$ cat config.mk
export PLATFORM = sky130hd
export DESIGN_NAME = adc_interleave_seq
export DESIGN_NICKNAME = d
export VERILOG_FILES = /design/src/rtl/adc_interleave_seq.sv
export SDC_FILE = /design/constraint.sdc
export NUM_CORES = 1
export LEC_CHECK = 0
export BUFFER_PORTS_ARGS = -buffer_cell sky130_fd_sc_hd__buf_4
export CAP_MARGIN = 40
export CORE_MARGIN = 3
export CORE_UTILIZATION = 60
export DETAILED_ROUTE_END_ITERATION = 7
export HOLD_SLACK_MARGIN = 0.12
export PLACE_DENSITY = 0.82
export SLEW_MARGIN = 15
export SYNTH_ARGS = -nofsm -noshare
export SYNTH_HDL_FRONTEND = slang
export SYNTH_SLANG_ARGS = --single-unit
export TNS_END_PERCENT = 10
$ cat constraint.sdc
create_clock -name clk -period 5 [get_ports clk]
set_input_delay 0.5 -clock clk [delete_from_list [all_inputs] [get_ports clk]]
set_output_delay 0.5 -clock clk [all_outputs]
set_load 0.005 [all_outputs]
$ cat src/rtl/adc_interleave_seq.sv
// Round-robin channel sequencer for an 8:1 registered ADC interleaving mux.
// Tags each mux output sample with valid, channel and frame markers, aligned to the mux latency.
module adc_interleave_seq #(
    parameter int NUM_CH = 8,
    parameter int SEL_W  = 3,
    parameter int FRM_W  = 16
) (
    input  logic             clk,
    input  logic             GlobalReset,
    input  logic             start,
    input  logic             stop,
    input  logic [FRM_W-1:0] num_frames,
    input  logic             sample_en,
    output logic [SEL_W-1:0] x_adc_select,
    output logic             x_adc_valid,
    output logic [SEL_W-1:0] x_adc_ch,
    output logic             frame_start,
    output logic             frame_end,
    output logic             busy,
    output logic             done
);

    typedef enum logic [1:0] {
        ST_IDLE  = 2'd0,
        ST_RUN   = 2'd1,
        ST_DRAIN = 2'd2
    } state_t;

    state_t             r_state;
    state_t             w_state_nxt;
    logic [SEL_W-1:0]   r_sel;
    logic [FRM_W-1:0]   r_frm_cnt;
    logic [FRM_W-1:0]   r_num_frames;
    logic               r_stop_pending;
    logic               r_valid;
    logic [SEL_W-1:0]   r_ch;
    logic               r_fs;
    logic               r_fe;
    logic               r_done;

    logic               w_issue;
    logic               w_sel_last;
    logic               w_stop_req;
    logic               w_count_hit;
    logic               w_last;
    logic               w_stop_exit;

    assign w_issue     = (r_state == ST_RUN) && sample_en;
    assign w_sel_last  = (r_sel == SEL_W'(NUM_CH - 1));
    assign w_stop_req  = r_stop_pending || stop;
    assign w_count_hit = (r_num_frames != '0) && (r_frm_cnt == r_num_frames - FRM_W'(1));
    assign w_last      = w_issue && w_sel_last && (w_stop_req || w_count_hit);
    // A stop with no sample yet taken in the current frame can leave without a drain cycle.
    assign w_stop_exit = (r_state == ST_RUN) && w_stop_req && (r_sel == '0) && !w_issue;

    // NOTE: every signal written here gets a default first, so no path can infer a latch.
    always_comb begin
        w_state_nxt = r_state;
        case (r_state)
            ST_IDLE:  if (start) w_state_nxt = ST_RUN;
            ST_RUN: begin
                if (w_last)           w_state_nxt = ST_DRAIN;
                else if (w_stop_exit) w_state_nxt = ST_IDLE;
            end
            ST_DRAIN: w_state_nxt = ST_IDLE;
            default:  w_state_nxt = ST_IDLE;
        endcase
    end

    // NOTE: sequential state uses non-blocking assignments so all registers update from pre-edge values.
    always_ff @(posedge clk or negedge GlobalReset) begin
        if (!GlobalReset) r_state <= ST_IDLE;
        else              r_state <= w_state_nxt;
    end

    always_ff @(posedge clk or negedge GlobalReset) begin
        if (!GlobalReset) begin
            r_sel          <= '0;
            r_frm_cnt      <= '0;
            r_num_frames   <= '0;
            r_stop_pending <= 1'b0;
            r_valid        <= 1'b0;
            r_ch           <= '0;
            r_fs           <= 1'b0;
            r_fe           <= 1'b0;
            r_done         <= 1'b0;
        end else begin
            // Output stage mirrors the mux's one-cycle registered latency.
            r_valid <= w_issue;
            r_ch    <= r_sel;
            r_fs    <= w_issue && (r_sel == '0);
            r_fe    <= w_issue && w_sel_last;
            r_done  <= (r_state == ST_RUN) && (w_state_nxt != ST_RUN);

            if ((r_state == ST_IDLE) && start) begin
                r_num_frames   <= num_frames;
                r_frm_cnt      <= '0;
                r_stop_pending <= 1'b0;
            end else if (r_state == ST_RUN) begin
                r_stop_pending <= w_stop_req;
            end

            if (w_issue) begin
                r_sel <= w_sel_last ? '0 : r_sel + SEL_W'(1);
                if (w_sel_last) r_frm_cnt <= r_frm_cnt + FRM_W'(1);
            end
        end
    end

    assign x_adc_select = r_sel;
    assign x_adc_valid  = r_valid;
    assign x_adc_ch     = r_ch;
    assign frame_start  = r_fs;
    assign frame_end    = r_fe;
    assign busy         = (r_state != ST_IDLE);
    assign done         = r_done;

endmodule

==> metrics.sh <==
POSTCTSSETUPREPAIRBUFS=0
GP_ROUTABILITY_CONGESTION=0.967
WORSTSETUPSTARTPOINTTYPE='flip-flop'
IO_BUFFER_COUNT=31
DIE_FOOTPRINT_UM2=4850
ROUTED.TOP_LAYER='met4'
SLEW_VIOLATIONS=0
FINISH.UTILIZATION_PCT=73.7
SYNTH.CELL_AREA_UM2=2430
CLOCK_TRANSITION_AT_THE_REGISTERS_OF_THE_REPORTED_PATHS_NS=0.08
DRT-MET1-WL_UM=2400
OVERFLOW=0
CLOCK_SINKS=45
MET2_LENGTH_UM=2480
SYNTH.NET_COUNT=292
MAX_CAP_VIOL_COUNT=0
ROUTE.VIAS.TOTAL=1996
FINALSETUPTNS_NS=0
N_FILL_CELL=288
FINAL_AREA_UM2=2780
STARTING_UTILIZATION_OF_THE_CORE_AREA_PCT=64.5
POST-ROUTE-DRC-COUNT=0
TIMING.FINAL.SETUP_VIOLATIONS=0
TIMING.FINAL.CRIT_PERIOD_NS=2.66
SYNTH_FA_HA_AREA_SHARE_PCT=3.09
MULTI_INPUT_AREA_UM2=1230
WIRELENGTH_UM=5350
CLK-INSERTION-DELAY-LATE_NS=0.30
VIA_PER_INST=5.82
TYPE_OF_THE_MOST_CRITICAL_HOLD_PATH='input port to async pin'
SETUP.WORST_PATH.END_CLASS='flip-flop'
DIE_H_UM=69.7
CLOCK_TREE.ROOT_CELL='sky130_fd_sc_hd__clkbuf_8'
FMAX_GHz=0.376
CORE_REGION_AREA_UM2=3770
STATUS='completed'
WL_PER_CELL_UM=15.6
PLACEMENT.CELL_AREA_UM2=2680
NUM_IO_PINS=32
POST_SYNTH_XOR_AREA_FRACTION_PCT=8.65
POST_DP_HPWL_UM=3800
LENGTH_OF_ROUTED_MET3_WIRING_UM=395
POSTCTSRESIZEDCELLS=0
POSTSYNTH.TOPFLOPCELL='sky130_fd_sc_hd__dfrtp_1'
TIMING.CLOCK.SKEW_NS=0.00696
CRITPATHKIND='flip-flop to flip-flop'
PIN_COUNT_OF_THE_BIGGEST_NET_ENTERING_GLOBAL_ROUTING=46
CRITPATHREQUIREDTIME_NS=5.25
ANTENNA-DIODE-COUNT=0
POSTSYNTH.ASYNCRESETSHARE_PCT=100
POSTCTSHOLDBUFS=0
DETAIL_ROUTE.ITER0.VIOLATIONS=147
VDD.IR_DROP.WORST_mV=0.309
WORST_PIN_SLEW_NS=0.558
GRT_SETUP_UNREPAIRED='false'
SYNTH_SEQ_AREA_SHARE_PCT=46.3
WORSTPATHMAXFANOUT=10
MAX_SLEW_HEADROOM_PCT=62.8
SYNTHDISTINCTLIBCELLS=47
CTS_TREE='built'
PLACEMENTROWS=22
CTS_BUFFER_DEPTH=2
CHIPWIDTH_UM=69.7
MULTIPLEXER_SHARE_OF_THE_SYNTHESIZED_AREA_PCT=1.70
GRT_PASS1_WL_UM=9190
GRT_ANTENNA_BEFORE_REPAIR=0
SYNTH-SIMPLE-AREA-SHARE_PCT=26.4
WORST_SLACK_NS=2.34
FINAL_LAYOUT_NET_COUNT=321
SYNTH_WARNINGS=0
POST-PLACE-WS_NS=2.44
ROUTE.ANTENNA.REMAINING_NETS=0
FINAL-SEQ-AREA_UM2=1130
LARGEST_FAMILY_OF_LOGIC_CELLS_BY_SYNTHESIZED_AREA='simple AND/OR/NAND/NOR gates'
POWER.STATIC_LEAKAGE_nW=1.30
MOSTFREQUENTLAYOUTCELL='sky130_fd_sc_hd__nand2_1'
HOLD_VIOL_FINAL=0
AREA_DELTA_SYNTH_FINAL_PCT=14.4
CTS-BUFFERS-INSERTED=5
FINAL.PERIOD_UTILIZATION_PCT=53.2
COMPOUND_GATE_FRACTION_OF_SYNTH_AREA_PCT=10.7
SYNTH.AVG_CELL_AREA_UM2=9.17
POSTSYNTHCELLCOUNT=265
LAYOUT_COMMON_CELLS='60 x sky130_fd_sc_hd__nand2_1, 45 x sky130_fd_sc_hd__dfrtp_1, 32 x sky130_fd_sc_hd__buf_4, 16 x sky130_fd_sc_hd__xnor2_1, 16 x sky130_fd_sc_hd__nand3_1'
CP.ARRIVAL_NS=2.91
TRACK_USAGE_PCT=23.5
DRIVE_GT1_SHARE_PCT=18.0
CTS-HTREE-LEVELS=2
YOSYS_REGISTER_BITS=45
DRTPASS1ITERATIONS=4
GRT_PASS1_VIAS=2020
P_PER_AREA_nW_PER_UM2=507
SYNTH_ENABLE_FLOP_CELLS=0
metrics by stage:
step | cells | hold WS [ns] | total power (W)
finish | 343 | 0.170 | 0.00141
CTS | 343 | 0.206 | 0.00141
floorplan | 265 | 0.204 | 0.000989
global route | 343 | 0.203 | 0.00151
detailed placement | 335 | 0.419 | 0.00117
global placement | 335 | 0.416 | 0.00115
final timing paths:
check | slack [ns] | startpoint | cells past startpoint | end
min in group clk | 0.38 | num_frames[5] | 3 | r_num_frames[5]
worst max register to register | 2.34 | r_num_frames[0] | 9 | r_state[0]
worst max-delay path | 2.34 | r_num_frames[0] | 9 | r_state[0]
worst min register to register | 0.44 | x_adc_select[1] | 0 | x_adc_ch[1]
worst min-delay path | 0.17 | GlobalReset | 1 | done
max in group asynchronous | 4.44 | GlobalReset | 1 | r_frm_cnt[6]
sequential cells by signal, summed over array words and instances, names as in the netlist:
| signal | flops |
|---|---|
| x_adc_select | 3 |
| r_state | 2 |
| frame_end | 1 |
| done | 1 |
| r_stop_pending | 1 |
| frame_start | 1 |
| r_num_frames | 16 |
| x_adc_valid | 1 |
| r_frm_cnt | 16 |
| x_adc_ch | 3 |
cells by family after synthesis:
family | after synthesis
compound gates | 37
xor+xnor | 24
fa+ha+maj | 6
buf+inv | 18
flops | 45
mux | 4
simple gates | 131
per-layer routing:
metal	vias up	track usage, %
met5	-	0
li1	975	-
met1	941	32.1
met3	10	5.80
met4	0	7.23
met2	70	37.1
area by class of cell:
class | instances | share of cell area (%)
clock buffers | 6 | 2.97
clock inverters | 2 | 0.495
inverters | 8 | 1.08
multi-input cells | 202 | 44.1
flip-flops and latches | 45 | 40.5
well taps | 48 | 2.16
repair buffers | 32 | 8.64
worst max-delay path, cell delays in order (launching register included):
cell                       delay, ns
sky130_fd_sc_hd__dfrtp_1        0.46
sky130_fd_sc_hd__inv_1          0.13
sky130_fd_sc_hd__ha_1           0.41
sky130_fd_sc_hd__or4b_4         0.53
sky130_fd_sc_hd__nor2_2         0.11
sky130_fd_sc_hd__mux2i_1        0.21
sky130_fd_sc_hd__o22ai_1        0.09
sky130_fd_sc_hd__and3_1         0.16
sky130_fd_sc_hd__a311oi_2       0.34
sky130_fd_sc_hd__a211o_1        0.17
where the power goes:
group	switching, W	total (W)	internal, W
Sequential	0.000137	0.000605	0.000468
Clock	0.000123	0.000235	0.000112
Combinational	0.000309	0.000568	0.000260
Total	0.000570	0.00141	0.000839
Yosys cell counts, types with 2 or more instances:
cell type,n,area [µm²]
sky130_fd_sc_hd__mux2i_1,3,30.0
sky130_fd_sc_hd__nand2_1,60,225
sky130_fd_sc_hd__ha_1,6,75.1
sky130_fd_sc_hd__a21oi_1,3,15.0
sky130_fd_sc_hd__a211o_1,2,17.5
sky130_fd_sc_hd__nor4_1,2,12.5
sky130_fd_sc_hd__o22ai_1,3,18.8
sky130_fd_sc_hd__nor3_1,6,30.0
sky130_fd_sc_hd__xor2_1,8,70.1
sky130_fd_sc_hd__and4_1,3,26.3
sky130_fd_sc_hd__o211ai_1,2,15.0
sky130_fd_sc_hd__nor3_2,3,30.0
sky130_fd_sc_hd__o21ai_0,15,75.1
sky130_fd_sc_hd__clkbuf_1,6,22.5
sky130_fd_sc_hd__inv_1,7,26.3
sky130_fd_sc_hd__nand3_1,16,80.1
sky130_fd_sc_hd__dfrtp_1,45,1130
sky130_fd_sc_hd__or2_2,2,12.5
sky130_fd_sc_hd__o2111ai_1,2,17.5
sky130_fd_sc_hd__xnor2_1,16,140
sky130_fd_sc_hd__nand4_1,6,37.5
sky130_fd_sc_hd__nor2_1,15,56.3
sky130_fd_sc_hd__buf_4,2,15.0
sky130_fd_sc_hd__o31ai_1,2,15.0
sky130_fd_sc_hd__nor2_2,2,12.5
sky130_fd_sc_hd__and3_1,6,37.5
sky130_fd_sc_hd__a31oi_1,2,12.5
No activity file was read; power rests on OpenSTA's default activity.
